`config.mk`:
```
export PLATFORM = sky130hd
export DESIGN_NAME = dec_seq_strobe
export DESIGN_NICKNAME = d
export VERILOG_FILES = /design/src/rtl/dec_seq_strobe.sv
export SDC_FILE = /design/constraint.sdc
export NUM_CORES = 1
export LEC_CHECK = 0
export ABC_AREA = 0
export BUFFER_PORTS_ARGS = -buffer_cell sky130_fd_sc_hd__buf_2
export CELL_PAD_IN_SITES_DETAIL_PLACEMENT = 1
export CELL_PAD_IN_SITES_GLOBAL_PLACEMENT = 2
export CORE_ASPECT_RATIO = 0.6
export CORE_MARGIN = 2
export CORE_UTILIZATION = 31
export DETAILED_ROUTE_END_ITERATION = 10
export GPL_TIMING_DRIVEN = 0
export HOLD_SLACK_MARGIN = 0.15
export PLACE_DENSITY = 0.79
export SLEW_MARGIN = 20
export SYNTH_ARGS = -nofsm -noshare
export SYNTH_HDL_FRONTEND = slang
export SYNTH_SLANG_ARGS = --single-unit
```
`constraint.sdc`:
```
create_clock -name sys_clk -period 1.7 [get_ports sys_clk]
set_input_delay 0.085 -clock sys_clk [delete_from_list [all_inputs] [get_ports sys_clk]]
set_output_delay 0.085 -clock sys_clk [all_outputs]
set_load 0.1 [all_outputs]
```
`src/rtl/dec_seq_strobe.sv`:
```
// dec_seq_strobe: registered one-of-2^AW select decoder with a direct/scan strobe sequencer.
// Optional build macro DEC_SEQ_ACTIVE_LOW_EN makes z active-low (one-cold, idle all ones).
module dec_seq_strobe #(
    parameter int AW   = 3,
    parameter int HOLD = 1
) (
    input  logic               sys_clk,
    input  logic               reset,
    input  logic               en,
    input  logic               start,
    input  logic               mode,
    input  logic [AW-1:0]      a,
    output logic [2**AW-1:0]   z,
    output logic               busy,
    output logic               done
);
    localparam int              NZ         = 2**AW;
    localparam logic [7:0]      CNT_RELOAD = 8'(HOLD - 1);
    localparam logic [AW-1:0]   ADDR_TOP   = {AW{1'b1}};
`ifdef DEC_SEQ_ACTIVE_LOW_EN
    localparam logic [NZ-1:0]   Z_OFF      = {NZ{1'b1}};
`else
    localparam logic [NZ-1:0]   Z_OFF      = {NZ{1'b0}};
`endif

    typedef enum logic {IDLE = 1'b0, ASSERT = 1'b1} state_t;

    // Decoded select for one address, already in the output polarity.
    function automatic logic [NZ-1:0] sel(input logic [AW-1:0] ad);
        logic [NZ-1:0] v;
        v     = {NZ{1'b0}};
        v[ad] = 1'b1;
        return v ^ Z_OFF;
    endfunction

    state_t          state_q, state_d;
    logic [AW-1:0]   addr_q, addr_d;
    logic [7:0]      cnt_q, cnt_d;
    logic            mode_q, mode_d;
    logic [NZ-1:0]   z_q, z_d;
    logic            busy_q, busy_d;
    logic            done_q, done_d;
    logic [AW-1:0]   addr_inc;

    assign addr_inc = addr_q + AW'(1);

    // Next-state and next-output logic; z is computed one cycle ahead so it comes straight off flops.
    always_comb begin
        state_d = state_q;
        addr_d  = addr_q;
        cnt_d   = cnt_q;
        mode_d  = mode_q;
        z_d     = z_q;
        busy_d  = busy_q;
        done_d  = done_q;
        if (en) begin
            done_d = 1'b0;
            case (state_q)
                IDLE: begin
                    if (start) begin
                        addr_d  = a;
                        mode_d  = mode;
                        cnt_d   = CNT_RELOAD;
                        state_d = ASSERT;
                        z_d     = sel(a);
                        busy_d  = 1'b1;
                    end else begin
                        z_d    = Z_OFF;
                        busy_d = 1'b0;
                    end
                end
                ASSERT: begin
                    if (cnt_q != 8'd0) begin
                        cnt_d = cnt_q - 8'd1;
                    end else if (!mode_q || (addr_q == ADDR_TOP)) begin
                        state_d = IDLE;
                        z_d     = Z_OFF;
                        busy_d  = 1'b0;
                        done_d  = 1'b1;
                    end else begin
                        // Scan step: move to the next address with no idle gap.
                        addr_d = addr_inc;
                        cnt_d  = CNT_RELOAD;
                        z_d    = sel(addr_inc);
                    end
                end
                default: begin
                    state_d = IDLE;
                    z_d     = Z_OFF;
                    busy_d  = 1'b0;
                end
            endcase
        end else begin
            state_d = state_q;
        end
    end

    // State and output registers with synchronous reset.
    always_ff @(posedge sys_clk) begin
        if (reset) begin
            state_q <= IDLE;
            addr_q  <= {AW{1'b0}};
            cnt_q   <= 8'd0;
            mode_q  <= 1'b0;
            z_q     <= Z_OFF;
            busy_q  <= 1'b0;
            done_q  <= 1'b0;
        end else begin
            state_q <= state_d;
            addr_q  <= addr_d;
            cnt_q   <= cnt_d;
            mode_q  <= mode_d;
            z_q     <= z_d;
            busy_q  <= busy_d;
            done_q  <= done_d;
        end
    end

    assign z    = z_q;
    assign busy = busy_q;
    assign done = done_q;

endmodule

```
# Word level (Yosys, flattened, before mapping)
# Cells that the tools add are included.
# totals
wordCells,56
inputBits,8
reg_bits,23
output_inout_bits,10
# classes
bitwise,1
addsub,2
eq_ne,6
reduce_logical,10
order_cmp,4
n_mux,26
# op_table
op,count
8-bit 2-to-1 mux,6
8-bit case mux with 2 select lines,2
1-bit 2-to-1 mux,10
3-bit 2-to-1 mux,3
3-bit AND reduction,3
3-bit by 4-bit less-than comparator with 1-bit output (second input constant),2
8-bit nonzero test,1
8-bit by 1-bit subtractor with 8-bit output (second input constant),1
1-bit demux with 3-bit select,2
3-bit by 1-bit greater-or-equal comparator with 1-bit output (second input constant),2
2-bit inequality test (second input constant),3
3-bit case mux with 2 select lines,1
1-bit case mux with 2 select lines,2
4-bit AND reduction,1
3-bit by 1-bit adder with 3-bit output (second input constant),1
3-bit == test (second input constant),1
3-bit inequality test (second input constant),1
1-bit logical AND,2
2-bit by 1-bit inequality test with 1-bit output (second input constant),1
2-bit AND reduction,1
1-bit logical NOT,1
1-bit logical OR,1
1-bit inverter,1

# Depth between registers and ports, before layout
# Gate-level depths: netlist (run 1).
# logic_depth
depth_word,8
mapped_depth,8
ltp_nobuf,6

# Least setup slack after synthesis (run 1)
# No wires, ideal clock.
# synth_path
path_type,reg-to-reg
from,register cnt_q[0]
to,register z_q[0] (netlist: z[0])
t_required_ps,1612
stages_incl_launch_ff,9
arrival_ps,1783
slack_ps,-171
setup_time_ps,88
synth_period_minus_slack_ps,1871
cell_sequence,dfxtp_1 > inv_1 > ha_1 > or3b_2 > buf_2 > o21ai_4 > buf_6 > a21oi_2 > a311oi_2
# synth_via
elab_chain_len,3
# synth_lines
element,line_no,source
start: declaration,38,"logic [7:0] cnt_q, cnt_d;"
start signal: assignment,111,cnt_q <= cnt_d;
8-bit nonzero test,73,if (cnt_q != 8'd0) begin
2-bit inequality test (no source line),n/a,
2-bit AND reduction (no source line),n/a,
end signal: assignment,113,z_q <= z_d;
end: declaration,40,"logic [NZ-1:0] z_q, z_d;"
# No other way between the ends.
# A chain may end at the register's enable or synchronous reset.

# Worst setup path in the final report (run 1)
# layout_path
from,register cnt_q[0]
to,register z_q[5] (netlist: z[5])
# The elaborated chain is that of the path after synthesis.

==> reports/results.txt, run 1 <==
The run finished, with violations left. The final reports fail on negative setup slack. In the post-synthesis netlist, the biggest area contributors are dfxtp_1, a21oi_1, a311oi_1, mux2i_1, o22a_1. The startpoint identified for the worst register-to-register timing path is cnt_q[0]$_SDFFE_PP0P_.

The logs give 0 for the final count of pins violating max slew and 2030 ps for the data arrival time of the critical path. The buffer cell driving the clock tree root was clkbuf_8. Data on the critical path is required at its endpoint by 1890 ps. The signal on the critical path passes through inv_2 > ha_4 > or3b_4 > o21ai_4 > buf_6 > buf_6 > a21oi_2 > a311oi_1. The tools report the clock network fraction of design power as 0.211. TritonCTS built the clock tree. The run gives 15 as the number of endpoints failing setup at the final stage. The first global-routing pass estimated 7.62 mm of wire.

The number of buffers inserted during clock tree synthesis came out at 3. The startpoint of the worst setup timing path is cnt_q[0]$_SDFFE_PP0P_. The sink count of the clock tree was 23; the effective utilization at floorplan was 0.327.

The endpoint identified for the worst register-to-register timing path is z[5]$_SDFFE_PP0P_. For the final database, setup skew stands at 8.58 ps. The routed via count divided by cell count is 5.70. At the later pin of the worst-skew pair, clock insertion delay measures 280 ps. The worst path setup slack after routing is -138 ps, and the total negative slack for setup checks is -1380 ps. The register clock-pin slew on the reported worst setup and hold paths works out to 90 ps. The top-area cell type share of the netlist area is 0.338. The largest buffer count on any clock path was 2. Area of the die: 4960 um^2. The layout overhead on the synthesized area works out to 42.0%. The worst hold path was traced through 3 stages.

Worst-case headroom to the max-slew limit: 0.594. The run gives 1 as the number of H-tree branching levels. The worst setup path is launched from a register. The overflow left after global routing is 0, and the fmax is 544 MHz. The layout filler cell count is 497, and the switching share of power is 0.405.

The run gives 986 um^2 as the footprint of the multi-input gates. The cell type group with the largest total delay on the critical path was compound AO/OA/AOI/OAI gates. Fraction of final layout cells with drive strength greater than 1: 0.428. The tools report the count of distinct cell types in the synthesized netlist as 44. The number of warnings reported in the yosys synthesis log was 0; the pin slew with the least headroom to its limit was 609 ps. For the overall global routing resource usage, the log shows 0.201. The tools report the share of the yosys chip area belonging to registers as 0.338.

Timing analysis after detailed placement gives a worst setup slack of -231 ps. The last weighted congestion value of the routability-driven placer was 0.812; the worst reg-to-reg path cell count was 8. Setup repair after global routing could not meet its margin everywhere.

The worst setup path is captured at a register. Summed over all nets, the half-perimeter wirelength after detailed placement is 3.02 mm. The minimum period implied by the final worst setup slack is 1840 ps, and the net count after synthesis is 165.

The number of antenna diodes in the final layout is 0. The first routing iteration left 108 violations. The logs give 0 for the number of maximum-capacitance constraint violations and 14 for the pin count of the biggest net entering global routing. The tools report the origin of the worst min-delay path as a[1].

The number of buffers and inverters on the critical path is 3. The synthesized design contains 23 register bits. Cell with the biggest individual delay on the critical path: or3b_4.

Dividing the synthesized area by the synthesized cell count gives 8.91 um^2. I/O pin total: 18. The largest single stage delay on the critical path is 420 ps. The count of endpoints failing hold in the final timing report was 0; the combinational fraction of design power was 0.422. The tools report the post-detailed-route DRC marker count as 0.

The wire length per cell after detailed routing was 19.4 um. For the total internal power, the log shows 1030 uW. The gate count after technology mapping is 153, and the die extent in y is 55.4 um. The number of buffers inserted by port buffering was 17; the number of nets in the layout was 207.

In this design, the critical path's most frequently occurring cell is buf_6. In this run the worst path has a maximum fanout of 6. IR analysis of the VDD net gives a maximum drop of 0.426 mV.

Row generation in the floorplan step produced 18 rows. The horizontal die dimension is 89.6 um, and the aggregate routed wire length is 4.92 mm. Via count of the first global-routing pass: 1443. The tools report the total area of sequential cells as 475 um^2. The worst hold path terminates at addr_q[1]$_SDFFE_PP0P_.

Before antenna repair, the detailed router went through 4 iterations. Summing every instance area after synthesis gives 1360 um^2. The number of antenna violations at the first check in global routing is 0, and the share of the clock period used by the worst path is 1.08. Once detail routing completed, the nets flagged for antenna violations numbered 0. The synthesized design spends more area on one cell type than any other, namely dfxtp_1.

The class of the tightest hold or removal check is input pin to register. The power density of the placed cells was 895 nW/um^2; the sequential group share of total power was 0.367. Summed over all cells, the static leakage comes to 0.000728 uW. The class of the most critical setup path was register to register. Across all layers, the routed design uses 1448 vias. Net switching power of the design: 702 uW.

Setup slack of the most critical reg-to-reg path: -140 ps. The region available for standard cell placement spans 4170 um^2.
-- state kept, by name, summed over array words and instances, names as in the netlist --
name / count
state_q: 1
busy: 1
z: 8
done: 1
cnt_q: 8
mode_q: 1
addr_q: 3
-- layer usage --
layer	GRT usage	part of all wire	vias up
met4	0.0490	0.017	0
met5	0	0	-
li1	-	-	676
met3	0.0404	0.033	6
met2	0.286	0.44	29
met1	0.305	0.51	737
-- what timing repair did --
| item | CTS | global route |
|---|---|---|
| setup buffers | 15 | 5 |
| cloned | 1 | 0 |
| hold buffers | 2 | 0 |
| endpoints found under the hold margin | 2 | 0 |
| resized for setup | 24 | 18 |
| pin swaps | 13 | 16 |
| endpoints found under the setup margin | 21 | 20 |
-- cell families (layout without fill, tap and decap cells) --
logic type	after synthesis	after routing	share of synthesized area
buf+inv	19	59	0.0688
compound gates	64	65	0.353
flops	23	23	0.338
simple gates	36	36	0.152
fa+ha+maj	4	4	0.0367
mux	7	7	0.0514
-- layout by cell type (no fill, tap or decap), types with 5 or more instances in the layout --
cell type,count
a21oi_1,12
a21oi_2,6
a311oi_1,8
buf_2,18
buf_4,14
buf_6,8
dfxtp_1,17
inv_1,6
mux2i_1,7
nand2_1,5
nand2b_1,7
o211ai_1,5
o22a_1,6
-- worst max path at each step --
stage / cells after the start / slack, ps / to
final: 8 / -140 / z[5]$_SDFFE_PP0P_
after global placement: 6 / -210 / cnt_q[4]$_SDFFE_PP0P_
after global routing: 7 / -180 / cnt_q[0]$_SDFFE_PP0P_
after floorplan: 8 / 1 / z[0]$_SDFFE_PP0P_
after detailed placement: 6 / -230 / cnt_q[4]$_SDFFE_PP0P_
after CTS: 5 / -100 / z[3]$_SDFFE_PP0P_
-- synthesized netlist by cell type --
cell / number
a21oi_2: 1
nand2_1: 6
a211oi_1: 1
or2_2: 1
and4b_1: 1
o32a_1: 2
a31oi_1: 1
o21ai_2: 1
and2_1: 1
nor2_1: 6
o21ai_0: 3
nand3_1: 3
a21oi_1: 18
and3_1: 1
or3b_2: 1
nor4_1: 2
dfxtp_1: 23
o21a_1: 1
ha_1: 4
clkbuf_1: 5
o31ai_1: 1
nor3b_1: 1
or3_1: 1
o2111ai_1: 2
nand2b_1: 7
a2111oi_0: 2
or4_4: 1
a21o_1: 2
buf_2: 3
a311oi_2: 1
mux2i_1: 7
a211o_1: 4
inv_1: 8
a31o_2: 1
buf_6: 2
buf_4: 1
nor2b_1: 1
o21ai_4: 1
o21bai_1: 1
o22a_1: 6
o211ai_1: 5
nor3_1: 1
and3b_1: 2
a311oi_1: 10
-- power groups by stage --
stage / combinational (uW) / sequential [uW] / clock [uW]
after floorplan: 330 / 768 / 0
after global placement: 559 / 641 / 0
after detailed placement: 573 / 643 / 0
after CTS: 648 / 628 / 372
after global routing: 779 / 642 / 400
final: 731 / 636 / 367
-- metrics by stage --
| step | hold WS, ps | util | area, um^2 | total power (uW) | instances |
|---|---|---|---|---|---|
| floorplan | 224 | - | 1410 | 1100 | 153 |
| global placement | 313 | 0.376 | 1570 | 1200 | 230 |
| detailed placement | 332 | 0.376 | 1570 | 1220 | 230 |
| CTS | 188 | 0.436 | 1820 | 1650 | 249 |
| global route | 242 | 0.465 | 1940 | 1820 | 254 |
| finish | 208 | 0.465 | 1940 | 1730 | 254 |
-- area by class of cell --
| type | count | area share |
|---|---|---|
| clock buffers | 3 | 0.0213 |
| well taps | 60 | 0.0388 |
| plain buffers | 8 | 0.0220 |
| multi-input cells | 112 | 0.509 |
| clock inverters | 1 | 0.00258 |
| repair buffers | 39 | 0.145 |
| inverters | 8 | 0.0155 |
| flip-flops and latches | 23 | 0.245 |
-- worst min-delay path, cell delays in order --
cell and delay [ps]:
buf_2 140, mux2i_1 130, a311oi_1 100
(Power assumes the default switching activity.)
==> run 2, diff against run 1 <==
--- a/config.mk
+++ b/config.mk
@@ -7,15 +7,13 @@
 export LEC_CHECK = 0
 export ABC_AREA = 0
 export BUFFER_PORTS_ARGS = -buffer_cell sky130_fd_sc_hd__buf_2
-export CELL_PAD_IN_SITES_DETAIL_PLACEMENT = 1
-export CELL_PAD_IN_SITES_GLOBAL_PLACEMENT = 2
 export CORE_ASPECT_RATIO = 0.6
 export CORE_MARGIN = 2
-export CORE_UTILIZATION = 31
+export CORE_UTILIZATION = 45
 export DETAILED_ROUTE_END_ITERATION = 10
 export GPL_TIMING_DRIVEN = 0
 export HOLD_SLACK_MARGIN = 0.15
-export PLACE_DENSITY = 0.79
+export PLACE_DENSITY = 0.67
 export SLEW_MARGIN = 20
 export SYNTH_ARGS = -nofsm -noshare
 export SYNTH_HDL_FRONTEND = slang
==> run 2 against run 1 <==
- the flow still finishes with violations (negative setup slack)
- global-route usage is 3.9 points higher
- die area is 29% lower
- design area decreased by 1.9%
==> reports/results.txt, run 2 (synthesis gave the netlist of run 1 again) <==
The flow ran to the end, but the final reports show violations. The final reports fail on negative setup slack. The tools report the worst path setup slack after routing as -28.2 ps (+110 ps). The setup slack of the most critical reg-to-reg path came out at -30 ps (+110 ps). The number of cell rows is 15 (-3), and the pin count of the biggest net entering global routing is 13 (-1).

The via count of the first global-routing pass is 1197 (-17%). The via count of the routed design came out at 1443 (-0.35%). The logs give 270 ps (about the same) for the clock latency on the worst-skew pair and 4 (-11) for the number of endpoints failing setup at the final stage.

The post-detailed-route DRC marker count was 0 (unchanged). TritonCTS built the clock tree. The number of nets in the layout came out at 204 (-1.4%). The worst slack at placement was -196 ps (+35.2 ps). CTS placed an instance of clkbuf_8 at the clock tree root.

The top cell types in the final layout, fill and taps aside, are buf_2, dfxtp_1, buf_4, a21oi_1, a311oi_1. The placeable core region came out at 2870 um^2 (-31%). The final count of pins violating max slew is 0 (unchanged), and the number of cells traversed by the worst hold path is 3 (unchanged). Number of buffers inserted by port buffering: 17 (unchanged).

Antenna diode count: 0 (unchanged). The run gives 3500 um^2 (-29%) as the area of the die. The die extent in y was 46.6 um (-16%); the hold slack was 204 ps (-3.83 ps). In this run the worst hold path is classified as input pin to register.

The share of the clock period used by the worst path was 1.02 (-0.0646). In this run the most critical hold path is launched from a[0]. The largest buffer count on any clock path was 2 (unchanged); the number of maximum-capacitance constraint violations was 0 (unchanged). Maximum vdd drop: 0.487 mV (+14%).

The fraction of final layout cells with drive strength greater than 1 works out to 0.424 (-0.00375). The effective utilization at floorplan was 0.475 (+0.148); the maximum fanout encountered on the critical timing path was 4 (-2). The library cell used most frequently in the layout, excluding fill and tap cells, is buf_2. The minimum period implied by the final worst setup slack works out to 1730 ps (-110 ps).

For the required time of the critical path, the log shows 1880 ps (about the same). The I/O pin total came out at 18 (unchanged). The horizontal die dimension came out at 75.1 um (-16%). From synthesis to final layout, the design area changed by 39.3%. The number of antenna violations at the first check in global routing was 0 (unchanged); the half-perimeter wire length of the detailed placement result was 2.75 mm (-9.0%). Setup repair after global routing could not meet its margin everywhere. STA classifies the critical path startpoint as a register. The critical path in this run is classified as register to register.

The run gives 0 (unchanged) as the count of endpoints failing hold in the final timing report. The first-pass GRT wire length is 6.10 mm (-20%), and the worst-case headroom to the max-slew limit is 0.612 (+0.0178). The wire length per cell after detailed routing is 17.8 um (-7.9%).

The tools report the data arrival time of the critical path as 1910 ps (-120 ps). The overflow left after global routing is 0 (unchanged). The tools report the aggregate routed wire length as 4.16 mm (-16%). The worst reg-to-reg path cell count works out to 5 (-3). The routed via count divided by cell count was 6.19 (+8.6%); the number of H-tree branching levels was 1 (unchanged). The initial DRC count came out at 134 (+24%).

The worst hold path terminates at addr_q[0]$_SDFFE_PP0P_. The standby leakage power is 0.000715 uW (-1.8%). The overall global routing resource usage is 0.239 (+0.0385).

The register clock-pin slew on the reported worst setup and hold paths was 90 ps (about the same); the number of buffers inserted during clock tree synthesis was 3 (unchanged). The remaining number of nets flagged by the antenna check after routing is 0 (unchanged). The type of element capturing the critical path is a register. The pin slew with the least headroom to its limit is 578 ps (-31.4 ps).

The sink count of the clock tree came out at 23 (unchanged). The startpoint identified for the worst register-to-register timing path is cnt_q[3]$_SDFFE_PP0P_. The last weighted congestion value of the routability-driven placer is 0.819 (+0.83%), and the fmax is 579 MHz (+6.4%).

The power density of the placed cells came out at 891 nW/um^2 (-0.53%). The detailed-router iteration count before antenna repair came out at 4 (unchanged). In this run the critical register-to-register path is captured at z[3]$_SDFFE_PP0P_. The tools report the final setup skew as 6.00 ps (-2.58 ps).
run 2: where the power goes:
group          total [uW]  internal, uW  switching, uW
Sequential            635           588           47.3
Clock                 352           168            184
Combinational         704           268            436
Total                1690          1020            668
run 2: cell type report:
type                    count  area [um^2]
fillers                   231          972
well taps                  42         52.6
plain buffers               8         45.0
repair buffers             36          244
clock buffers               4         45.0
inverters                   8         30.0
flip-flops and latches     23          474
multi-input cells         112         1010
run 2: worst max path at each step:
stage,startpoint,end
after CTS,addr_q[0]$_SDFFE_PP0P_,cnt_q[5]$_SDFFE_PP0P_
after global routing,cnt_q[3]$_SDFFE_PP0P_,cnt_q[6]$_SDFFE_PP0P_
after detailed placement,addr_q[0]$_SDFFE_PP0P_,cnt_q[5]$_SDFFE_PP0P_
final,cnt_q[3]$_SDFFE_PP0P_,z[3]$_SDFFE_PP0P_
after global placement,addr_q[0]$_SDFFE_PP0P_,cnt_q[5]$_SDFFE_PP0P_
after floorplan,cnt_q[0]$_SDFFE_PP0P_,z[0]$_SDFFE_PP0P_
run 2: routing by layer:
layer  GRT usage  vias up  wire length (um)
met5           0        -                 0
met4      0.0464        0                41
met3      0.0569        6               327
met2       0.344       68              1770
met1       0.360      694              2020
li1            -      675                 -
run 2: worst max-delay path, stage by stage, from the launching register on:
cell and delay, ps:
dfxtp_4 370, or4_4 580, o21ai_4 230, buf_6 140
a21oi_2 50, a311oi_2 260
run 2: stage by stage:
| stage | instance area, um^2 | util | setup TNS, ps | total power (uW) | instances |
|---|---|---|---|---|---|
| 6_report | 1900 | 0.661 | -36.9 | 1690 | 233 |
| 5_1_grt | 1900 | 0.661 | -802 | 1770 | 233 |
| 4_1_cts | 1760 | 0.612 | -135 | 1610 | 228 |
| 3_5_place_dp | 1540 | 0.538 | -1670 | 1210 | 212 |
| 3_3_place_gp | 1540 | 0.538 | -949 | 1190 | 212 |
| 2_1_floorplan | 1410 | - | 0 | 1100 | 153 |
run 2: timing repair:
action,4_1_cts,5_1_grt
hold buffers,2,0
cloned,0,1
endpoints found under the setup margin,20,17
pin swaps,11,13
setup buffers,13,4
hold endpoints to repair,2,0
gates resized for setup,18,21
==> run 3, diff against run 2 <==
--- a/config.mk
+++ b/config.mk
@@ -5,7 +5,7 @@
 export SDC_FILE = /design/constraint.sdc
 export NUM_CORES = 1
 export LEC_CHECK = 0
-export ABC_AREA = 0
+export ABC_AREA = 1
 export BUFFER_PORTS_ARGS = -buffer_cell sky130_fd_sc_hd__buf_2
 export CORE_ASPECT_RATIO = 0.6
 export CORE_MARGIN = 2
==> run 3 against run 2 <==
- the flow now finishes without violations
- design area is 13% lower
- synthesized cell count is 28% higher
- register-to-register slack better by 99 ps
- combinational power is 28% lower
- critical endpoint is now cnt_q[4]$_SDFFE_PP0P_
- largest power group is now registers
- highest routed layer unchanged
==> reports/results.txt, run 3 <==
The worst-case headroom to the max-slew limit is 0.669 (+0.0572). For the setup slack of the most critical reg-to-reg path, the log shows 70 ps (+100 ps). The share of the clock period used by the worst path is 0.959 (-0.0580), and the maximum fanout encountered on the critical timing path is 5 (+1). Among the stages of the critical path, the cell type that occurs most often is nand2_2. The run gives 1900 ps (+20 ps) as the required time of the critical path. The post-synthesis average cell area was 6.98 um^2 (-22%); the power density of the placed cells was 877 nW/um^2 (-1.5%).

The logs give 0.351 (-0.065) for the combinational fraction of design power and 5.49 mm (-10%) for the first-pass GRT wire length. By instance count, the leading cell after synthesis is nand2_1. Among all flip-flop cells after synthesis, the most frequent one is dfxtp_1. The via count of the first global-routing pass came out at 1157 (-3.3%). By area the synthesized netlist is led by dfxtp_1, nand2_1, nor2_1, nand3_1, inv_1.

The fmax was 614 MHz (+6.1%). The area of the die is 3510 um^2 (+0.25%), and the wire length per cell after detailed routing is 13.0 um (-27%). Fraction of final layout cells with drive strength greater than 1: 0.271 (-0.153). TritonCTS built the clock tree. Half-perimeter wire length of the detailed placement result: 2.50 mm (-9.0%). The final count of pins violating max slew was 0 (unchanged); the post-synthesis cell area was 1370 um^2 (+0.28%).

The worst reg-to-reg path cell count works out to 10 (+5). The number of enable flip-flop cells after synthesis came out at 0 (unchanged). The logs give 0.473 (-0.00179) for the effective utilization at floorplan and 193 ps (-10.6 ps) for the hold slack. The number of maximum-capacitance constraint violations came out at 0 (unchanged). The top-area cell type share of the netlist area is 0.337 (-0.000927). The total area of sequential cells is 464 um^2 (-2.1%), and the total cell area at the placement stage is 1500 um^2 (-3.2%).

The top cell types in the final layout, fill and taps aside, are nand2_1, nor2_1, dfxtp_1, inv_1. For hold timing, the worst endpoint is busy$_SDFFE_PP0P_. The logs give 1347 (-6.7%) for the via count of the routed design and 0 (-4) for the number of endpoints failing setup at the final stage. Ranked by instance count, the synthesized netlist is headed by nand2_1, nor2_1, dfxtp_1, inv_1, nand3_1. The remaining number of nets flagged by the antenna check after routing came out at 0 (unchanged). The class of the tightest hold or removal check is input pin to register. The standby leakage power was 0.000743 uW (+3.9%); the clock latency on the worst-skew pair was 260 ps (about the same).

The tools report the share of the yosys chip area belonging to registers as 0.337 (-0.000927). The I/O pin total is 18 (unchanged). The post-detailed-route DRC marker count is 0 (unchanged), and the maximum vdd drop is 0.542 mV (+11%). The register clock-pin slew on the reported worst setup and hold paths works out to 80 ps (about the same). The run finished with clean final reports. The layout filler cell count came out at 291 (+26%).

The tools report the startpoint of the most critical register-to-register path as addr_q[0]$_SDFFE_PP0P_. The antenna diode count is 0 (unchanged), and the worst stage delay on the critical path is 370 ps (-210 ps). The last weighted congestion value of the routability-driven placer was 0.953 (+16%); the net switching power of the design was 562 uW (-16%). The kind of launch point of the worst setup path was a register. STA classifies the critical path endpoint as a register.

For the sink count of the clock tree, the log shows 23 (unchanged). The routed via count divided by cell count was 5.04 (-19%). In this run the most critical hold path is launched from en. The tools report the number of cell rows as 15 (unchanged). The signal on the critical path passes through ha_1 > ha_2 > inv_2 > nand2_2 > o21ai_4 > nand2_2 > nand2_4 > buf_6 > nand3_2 > a21oi_2.

The net count after synthesis came out at 208 (+26%). The pin slew with the least headroom to its limit is 497 ps (-80.9 ps). The number of cells traversed by the worst hold path was 3 (unchanged). Switching share of power: 0.387 (-0.00852). Post-synthesis async set-or-reset flop share: 0 (unchanged).

The number of buffers inserted by port buffering was 15 (-2); the data arrival time of the critical path was 1830 ps (-80 ps). The run gives 1 (unchanged) as the number of H-tree branching levels. Total internal power: 891 uW (-13%). Reg-to-reg endpoint: cnt_q[4]$_SDFFE_PP0P_.

CTS placed an instance of clkbuf_8 at the clock tree root. The pin count of the biggest net entering global routing was 13 (unchanged); the sequential group share of total power was 0.415 (+0.039). The count of endpoints failing hold in the final timing report was 0 (unchanged). The class of the most critical setup path was register to register. The initial DRC count was 116 (-13%); the minimum period implied by the final worst setup slack was 1630 ps (-98.7 ps). The area growth from synthesis to layout is 21.1%. The final setup skew is 1.36 ps (-4.64 ps), and the aggregate routed wire length is 3.46 mm (-17%). The gate count after technology mapping is 196 (+28%). For the number of buffers inserted during clock tree synthesis, the log shows 3 (unchanged). Among all stages on the critical path, the largest delay is contributed by dfxtp_4. The library cell used most frequently in the layout, excluding fill and tap cells, is nand2_1. The tools report the count of distinct cell types in the synthesized netlist as 29 (-34%). The number of register bits inferred by synthesis was 23 (unchanged). The tools report the footprint of the multi-input gates as 801 um^2 (-21%).

The number of nets in the layout was 238 (+17%). The detailed-router iteration count before antenna repair was 4 (unchanged); the cell area after layout was 1660 um^2 (-13%). The largest total area in the synthesized netlist belongs to dfxtp_1. The run gives 0.213 (-0.0264) as the overall global routing resource usage. The largest buffer count on any clock path was 2 (unchanged); the overflow left after global routing was 0 (unchanged).

The number of antenna violations at the first check in global routing is 0 (unchanged), and the die extent in y is 46.7 um (+0.12%). The horizontal die dimension is 75.2 um (+0.13%), and the clock network fraction of design power is 0.235 (+0.027). The number of warnings reported in the yosys synthesis log is 0 (unchanged). Placeable core region: 2890 um^2 (+0.65%).
## run 3: routing by layer
metal  global-route usage  vias up  share of wire
li1                     -      690              -
met1                0.321      602           0.51
met2                0.318       51           0.41
met3               0.0503        4          0.072
met4               0.0281        0         0.0055
met5                    0        -              0
## run 3: area by class of cell
type / instances / area share
inverters: 24 / 0.0551
plain buffers: 6 / 0.0264
well taps: 42 / 0.0317
clock buffers: 4 / 0.0272
flip-flops and latches: 23 / 0.280
repair buffers: 25 / 0.0959
multi-input cells: 143 / 0.483
## run 3: repair_timing
item | 4_1_cts | 5_1_grt
resized for setup | 4 | 8
setup buffers | 2 | 5
hold endpoints to repair | 6 | 0
endpoints found under the setup margin | 9 | 12
cloned | 1 | 0
pin swaps | 1 | 3
hold buffers | 2 | 0
## run 3: kinds of logic after synthesis
logic type	share of synthesized area
buf+inv	0.0988
simple gates	0.367
fa+ha+maj	0.0366
compound gates	0.161
flops	0.337
## run 3: metrics by stage
step | setup TNS (ps) | power, uW | util | cells | worst slack (ps)
final | 0 | 1450 | 0.573 | 267 | 70.5
after global routing | -4.98 | 1540 | 0.573 | 267 | -4.12
after CTS | 0 | 1440 | 0.551 | 262 | 0.337
after detailed placement | -572 | 1080 | 0.517 | 253 | -98.2
after global placement | -258 | 1060 | 0.517 | 253 | -48.2
after floorplan | 0 | 991 | - | 196 | 118
## run 3: power by group through the flow
stage	Combinational [uW]	Sequential, uW	Clock (uW)
3_3_place_gp	452	612	0
4_1_cts	483	603	351
3_5_place_dp	464	614	0
2_1_floorplan	266	724	0
6_report	510	602	341
5_1_grt	554	607	377
## run 3: worst max-delay path by stage
stage / from / end / depth (start not counted)
3_5_place_dp: addr_q[0]$_SDFFE_PP0P_ / cnt_q[4]$_SDFFE_PP0P_ / 10
3_3_place_gp: addr_q[0]$_SDFFE_PP0P_ / cnt_q[2]$_SDFFE_PP0P_ / 11
2_1_floorplan: addr_q[0]$_SDFFE_PP0P_ / cnt_q[5]$_SDFFE_PP0P_ / 10
6_report: addr_q[0]$_SDFFE_PP0P_ / cnt_q[4]$_SDFFE_PP0P_ / 10
4_1_cts: addr_q[0]$_SDFFE_PP0P_ / cnt_q[4]$_SDFFE_PP0P_ / 10
5_1_grt: addr_q[0]$_SDFFE_PP0P_ / cnt_q[2]$_SDFFE_PP0P_ / 10
## run 3: worst max-delay path, delay by kind of cell (launching register included)
kind | cells | cell delay (ps)
AOI/OAI and AO/OA | 2 | 310
adders and majority gates | 2 | 360
buffers and inverters | 2 | 180
DFF | 1 | 370
and+or+nand+nor | 4 | 340
